--- src/rtl/conv1d_seq.sv ---
// Sequencer for one valid-mode 1-D convolution: walks output j and tap t, issuing tap reads, MAC waits and output writes.
// Optional busy-cycle counter on perf_cycles_o is built only when CONV1D_SEQ_PERF_EN is defined.
module conv1d_seq #(
    parameter int AW = 32,
    parameter int NW = 16,
    parameter int KW = 4
) (
    input  logic          clk_i,
    input  logic          rst_i,
    input  logic          start_i,
    input  logic          abort_i,
    input  logic [AW-1:0] in_base_i,
    input  logic [AW-1:0] out_base_i,
    input  logic [NW-1:0] n_i,
    input  logic [KW-1:0] k_i,
    output logic          rd_req_o,
    output logic [AW-1:0] rd_addr_o,
    output logic [KW-1:0] rd_tap_o,
    output logic          rd_first_o,
    output logic          rd_last_o,
    input  logic          rd_gnt_i,
    input  logic          acc_valid_i,
    output logic          wr_req_o,
    output logic [AW-1:0] wr_addr_o,
    input  logic          wr_gnt_i,
    output logic          busy_o,
    output logic          done_o,
    output logic          err_o,
    output logic          done_int_o,
    input  logic          irq_clr_i,
    output logic [31:0]   perf_cycles_o
);

    localparam logic [2:0] S_IDLE  = 3'd0;
    localparam logic [2:0] S_READ  = 3'd1;
    localparam logic [2:0] S_WAIT  = 3'd2;
    localparam logic [2:0] S_WRITE = 3'd3;
    localparam logic [2:0] S_DONE  = 3'd4;

    logic [2:0]    state_q, state_d;
    logic [NW-1:0] j_q, j_d;
    logic [KW-1:0] t_q, t_d;
    logic [AW-1:0] in_base_q, in_base_d;
    logic [AW-1:0] out_base_q, out_base_d;
    logic [NW-1:0] n_q, n_d;
    logic [KW-1:0] k_q, k_d;
    logic          err_q, err_d;
    logic          done_int_q, done_int_d;

    logic          start_ok;
    logic          cfg_ok;
    logic          last_tap;
    logic          last_out;
    logic [AW-1:0] rd_idx;

    assign start_ok = (state_q == S_IDLE) && start_i;
    assign cfg_ok   = (k_i != '0) && (NW'(k_i) <= n_i);
    assign last_tap = (t_q == (k_q - KW'(1)));
    // Final output index is M-1 = N-K.
    assign last_out = (j_q == (n_q - NW'(k_q)));

    always_comb begin
        state_d    = state_q;
        j_d        = j_q;
        t_d        = t_q;
        in_base_d  = in_base_q;
        out_base_d = out_base_q;
        n_d        = n_q;
        k_d        = k_q;
        err_d      = err_q;
        done_int_d = done_int_q;

        if (irq_clr_i) begin
            done_int_d = 1'b0;
        end

        case (state_q)
            S_IDLE: begin
                if (start_i) begin
                    in_base_d  = in_base_i;
                    out_base_d = out_base_i;
                    n_d        = n_i;
                    k_d        = k_i;
                    j_d        = '0;
                    t_d        = '0;
                    err_d      = !cfg_ok;
                    state_d    = cfg_ok ? S_READ : S_DONE;
                end
            end
            S_READ: begin
                if (rd_gnt_i) begin
                    if (last_tap) begin
                        t_d     = '0;
                        state_d = S_WAIT;
                    end else begin
                        t_d = t_q + KW'(1);
                    end
                end
            end
            S_WAIT: begin
                if (acc_valid_i) begin
                    state_d = S_WRITE;
                end
            end
            S_WRITE: begin
                if (wr_gnt_i) begin
                    if (last_out) begin
                        state_d = S_DONE;
                    end else begin
                        j_d     = j_q + NW'(1);
                        state_d = S_READ;
                    end
                end
            end
            S_DONE: begin
                state_d = S_IDLE;
                if (!abort_i) begin
                    done_int_d = 1'b1;
                end
            end
            default: begin
                state_d = S_IDLE;
            end
        endcase

        // Abort beats any grant or MAC result arriving in the same cycle.
        if (abort_i && (state_q != S_IDLE)) begin
            state_d = S_IDLE;
            j_d     = j_q;
            t_d     = t_q;
        end
    end

    always_ff @(posedge clk_i or posedge rst_i) begin
        if (rst_i) begin
            state_q    <= S_IDLE;
            j_q        <= '0;
            t_q        <= '0;
            in_base_q  <= '0;
            out_base_q <= '0;
            n_q        <= '0;
            k_q        <= '0;
            err_q      <= 1'b0;
            done_int_q <= 1'b0;
        end else begin
            state_q    <= state_d;
            j_q        <= j_d;
            t_q        <= t_d;
            in_base_q  <= in_base_d;
            out_base_q <= out_base_d;
            n_q        <= n_d;
            k_q        <= k_d;
            err_q      <= err_d;
            done_int_q <= done_int_d;
        end
    end

    assign rd_idx     = AW'(j_q) + AW'(t_q);
    assign rd_req_o   = (state_q == S_READ);
    assign rd_addr_o  = in_base_q + (rd_idx << 2);
    assign rd_tap_o   = t_q;
    assign rd_first_o = rd_req_o && (t_q == '0);
    assign rd_last_o  = rd_req_o && last_tap;
    assign wr_req_o   = (state_q == S_WRITE);
    assign wr_addr_o  = out_base_q + (AW'(j_q) << 2);
    assign busy_o     = (state_q != S_IDLE);
    assign done_o     = (state_q == S_DONE) && !abort_i;
    assign err_o      = err_q;
    assign done_int_o = done_int_q;

`ifdef CONV1D_SEQ_PERF_EN
    logic [31:0] perf_q, perf_d;

    always_comb begin
        perf_d = perf_q;
        if (start_ok) begin
            perf_d = '0;
        end else if (busy_o && (perf_q != 32'hFFFF_FFFF)) begin
            perf_d = perf_q + 32'd1;
        end
    end

    always_ff @(posedge clk_i or posedge rst_i) begin
        if (rst_i) begin
            perf_q <= '0;
        end else begin
            perf_q <= perf_d;
        end
    end

    assign perf_cycles_o = perf_q;
`else
    logic unused_start_ok;
    assign unused_start_ok = start_ok;
    assign perf_cycles_o   = '0;
`endif

endmodule

--- config.mk ---
export PLATFORM = sky130hd
export DESIGN_NAME = conv1d_seq
export DESIGN_NICKNAME = d
export VERILOG_FILES = /design/src/rtl/conv1d_seq.sv
export SDC_FILE = /design/constraint.sdc
export NUM_CORES = 1
export LEC_CHECK = 0
export ABC_CLOCK_PERIOD_IN_PS = 5030
export CORE_ASPECT_RATIO = 1.1
export CORE_MARGIN = 5
export CORE_UTILIZATION = 40
export CTS_BUF_LIST = sky130_fd_sc_hd__clkbuf_8
export DETAILED_ROUTE_END_ITERATION = 16
export PLACE_DENSITY = 0.73
export SYNTH_ARGS = -nofsm -noshare
export SYNTH_HDL_FRONTEND = slang
export SYNTH_SLANG_ARGS = --single-unit
--- constraint.sdc ---
create_clock -name clk_i -period 5.03 [get_ports clk_i]
set_clock_uncertainty 0.2 [all_clocks]
set_input_delay 1.006 -clock clk_i [delete_from_list [all_inputs] [get_ports clk_i]]
set_output_delay 1.006 -clock clk_i [all_outputs]
set_load 0.02 [all_outputs]
==> run_results.csv <==
group,metric,value,unit
place,gp_congestion,0.8726,
place,placedInstanceArea,0.01056,sq mm
setup_path,cp_cell_sequence,"ha_4 -> inv_2 -> fa_2 -> nor2b_1 -> o21ai_1 -> nand2b_1 -> nand3_2 -> xnor2_2 -> ha_4 -> a2111oi_4 -> o21ai_2 -> a31oi_2 -> o31ai_2 -> o41ai_2 -> buf_4 -> nand2b_4 -> xnor2_2 -> buf_4",
yosys,ys_top_cells_by_count,"nand2_1 (286), dfrtp_1 (109), xnor2_1 (64)",
sta,hold_slack,0.2849,ns
place,hpwlAfterDp,18020,um
yosys,yosys.area_share.xor_xnor,0.09424,
yosys,syn-instance-count,1054,
grt,antenna_found_initial,0,
sta,finalCriticalPeriod,5.247,ns
grt,grt_max_degree,89,
sta,setup_violations,14,
yosys,synth_area,0.008457,sq mm
drt,drt_iter0_drc,410,
setup_path,slowest_stage,"dfrtp_1",
cts,clk_latency,0.40,ns
cts,cts_hold_buf,0,
yosys,synth_adder_area_share,0.08196,
floorplan,pin_count,200,
sta,worst_slack,-0.2167,ns
drt,wire_per_inst,15.35,um
drt,ant_nets,0,
worst_hold_path,hp-start,"out_base_q[1]",
drt,drc,0,
grt,grt_pass1_wl,38110,um
drt,wirelength,23650,um
yosys,yosys_warnings,0,
final_layout,design_area,0.01106,sq mm
worst_hold_path,min_path_cells,2,
setup_path,cp_max_fo,6,
setup_path,startpoint_type,"flop",
cts,clk_path_buf_depth,2,
final_layout,regArea,0.002730,sq mm
yosys,synth.area.mux_share,0.006362,
setup_path,crit_type,"flop to primary output",
run_status,violations,"setup timing",
power_and_ir_drop,p_per_area,486.8,mW/mm^2
cts,worst_setup_hold_path_clk_slew,0.11,ns
drt,first_pass_iters,5,
sta,worst_pin_slew,0.9026,ns
final_layout,multi_input_area,0.005414,sq mm
yosys,synth.most_common_cell,"nand2_1",
yosys,async_reset_ff_frac,1.000,
sta,rsz0062_at_grt,"yes",
cts,cts.sinks,109,
drt,viasPerCell,5.155,
setup_path,crit_arrival,4.04,ns
setup_path,rr_startpoint,"k_q[0]",
yosys,synth-edff-count,0,
worst_hold_path,hold_end,"out_base_q[1]",
yosys,yosysTopAreaCellShare,0.3225,
setup_path,worstPathRequired,3.82,ns
grt,grt_pass1_vias,7820,
grt,track_usage,0.1921,
yosys,yosysSeqAreaShare,0.3225,
run,drv_cap,0,
yosys,synth_area_leaders,"dfrtp_1 (32%), nand2_1 (13%), ha_1 (7.2%)",
floorplan,fp-row-count,55,
setup_path,reg2reg_depth,10,
power_and_ir_drop,p_leak,5.328,nW
cts,cts_tree,"built",
yosys,synth-compound-area-share,0.1300,
floorplan,die_w,148.6,um
final_layout,diodes,0,
yosys,synth_cell_types,76,
setup_path,rr_endpoint,"j_q[6]",
yosys,yosysTopAreaCell,"dfrtp_1",
yosys,ys_seq_elements,109,
worst_hold_path,hp-class,"flop to flop",
yosys,synth_top_family_by_area,"simple AND/OR/NAND/NOR gates",
setup_path,ff2ff_setup_slack,1.48,ns
drt,vias,7944,
sta,finalSetupTns,-2.118,ns
cts,clock-root-buffer,"clkbuf_8",
place,io_buffers,167,
yosys,synth-main-ff-cell,"dfrtp_1",
floorplan,start_util,0.4083,
yosys,synth_area_per_cell,8.024,sq um
cts,h-tree-depth,3,
sta,fin_crit_sh,1.043,
floorplan,coreArea,0.02071,sq mm
setup_path,critPathCaptureType,"primary output",
sta,hold_viol,0,
final_layout,num-fill-cells,1938,
final_layout,area_growth,30.80,%
place,post-place-ws,-0.4807,ns
power_and_ir_drop,fin_total_pwr,0.005385,W
sta,fmax,0.1906,GHz
final_layout,drive_gt1_frac,0.1369,
setup_path,cp_slowest_stage_delay,0.40,ns
yosys,yosys.area_share.simple,0.2827,
sta,slew_violations,0,
run_status,status,"finished with violations",
floorplan,die_area,0.02415,sq mm
final_layout,nNetsFinal,1396,
power_and_ir_drop,irDropWorstVdd,0.2203,mV
floorplan,die_h,162.5,um
sta,max-slew-margin-rel,0.3983,
cts,cts_buffers,9,
grt,overflow,0,
[worst max path at each step]
| stage | start | to | slack (ns) |
|---|---|---|---|
| 6_report | j_q[0] | rd_addr_o[20] | -0.22 |
| 5_1_grt | j_q[0] | rd_addr_o[20] | -0.43 |
| 4_1_cts | rd_tap_o[0] | rd_addr_o[20] | -0.25 |
| 3_5_place_dp | rd_tap_o[0] | rd_addr_o[20] | -0.48 |
| 3_3_place_gp | rd_tap_o[0] | rd_addr_o[20] | -0.36 |
| 2_1_floorplan | rd_tap_o[0] | rd_addr_o[22] | -0.03 |
[cells in the final DEF (no fill, tap or decap), types with 8 or more instances in the layout]
cell	Yosys	layout
inv_1	40	37
nand4_1	17	17
nand2b_1	20	19
clkbuf_8	1	10
xor2_1	27	26
buf_6	8	8
ha_1	49	46
nor4_1	12	12
and3_1	16	16
nor3_1	24	21
or4_1	9	9
xnor2_1	64	61
nand3_1	32	30
dfrtp_1	109	107
buf_4	40	76
dlymetal6s2s_1	0	8
a21o_1	13	11
a21oi_1	45	40
conb_1	1	32
nand2_1	286	285
clkdlybuf4s50_1	0	137
nor2b_1	10	10
o21ai_0	24	18
nor2_1	50	45
[state kept, by name, summed over array words and instances (netlist names)]
register	cells
err_o	1
done_int_o	1
out_base_q	32
in_base_q	32
j_q	16
n_q	16
rd_tap_o	4
k_q	4
state_q	3
[repair_timing]
item | 4_1_cts | 5_1_grt
resized for setup | 117 | 45
endpoints found under the setup margin | 23 | 36
cloned | 0 | 0
pin swaps | 23 | 21
buffers inserted | 4 | 3
[stage by stage]
step / utilization / std cells
final: 0.5340 / 1541
after global routing: 0.5340 / 1541
after CTS: 0.5265 / 1539
after detailed placement: 0.5096 / 1519
after global placement: 0.5096 / 1519
after floorplan: - / 1085
[layer usage]
layer,global-route usage,part of all wire,vias to the layer above
met4,0.07266,0.025,0
met1,0.2317,0.42,3756
met5,0,0,-
met3,0.02254,0.046,32
li1,-,-,3944
met2,0.3490,0.51,212
[layout make-up]
class	count	share of cell area
Clock buffer	10	0.01244
Clock inverter	6	0.008370
Inverter	40	0.01380
Multi-Input combinational cell	855	0.4894
Sequential cell	109	0.2468
Tap cell	285	0.03224
Timing Repair Buffer	236	0.1969
[kinds of logic (layout without fill, tap and decap cells)]
| kind of cell | Yosys count | count (layout) |
|---|---|---|
| DFF | 109 | 109 |
| adders and majority gates | 53 | 53 |
| AOI/OAI and AO/OA | 159 | 159 |
| and+or+nand+nor | 515 | 515 |
| xor gates and xnor gates | 91 | 91 |
| buffers and inverters | 121 | 292 |
| muxes | 5 | 5 |
| other | 1 | 32 |
[report_power, final]
| group | switching [W] | internal [W] |
|---|---|---|
| Clock | 0.000336 | 0.000299 |
| Combinational | 0.00175 | 0.00142 |
| Sequential | 0.000371 | 0.00121 |
[worst max-delay path, delay by kind of cell (launching register included)]
| family | cells | cell delay, ns |
|---|---|---|
| AO/OA/AOI/OAI | 6 | 1.23 |
| XOR/XNOR | 2 | 0.32 |
| adder cells (fa/ha/maj) | 3 | 0.75 |
| buffers and inverters | 3 | 0.44 |
| flip-flops | 1 | 0.40 |
| AND/OR/NAND/NOR | 4 | 0.51 |
(Power assumes the default switching activity.)
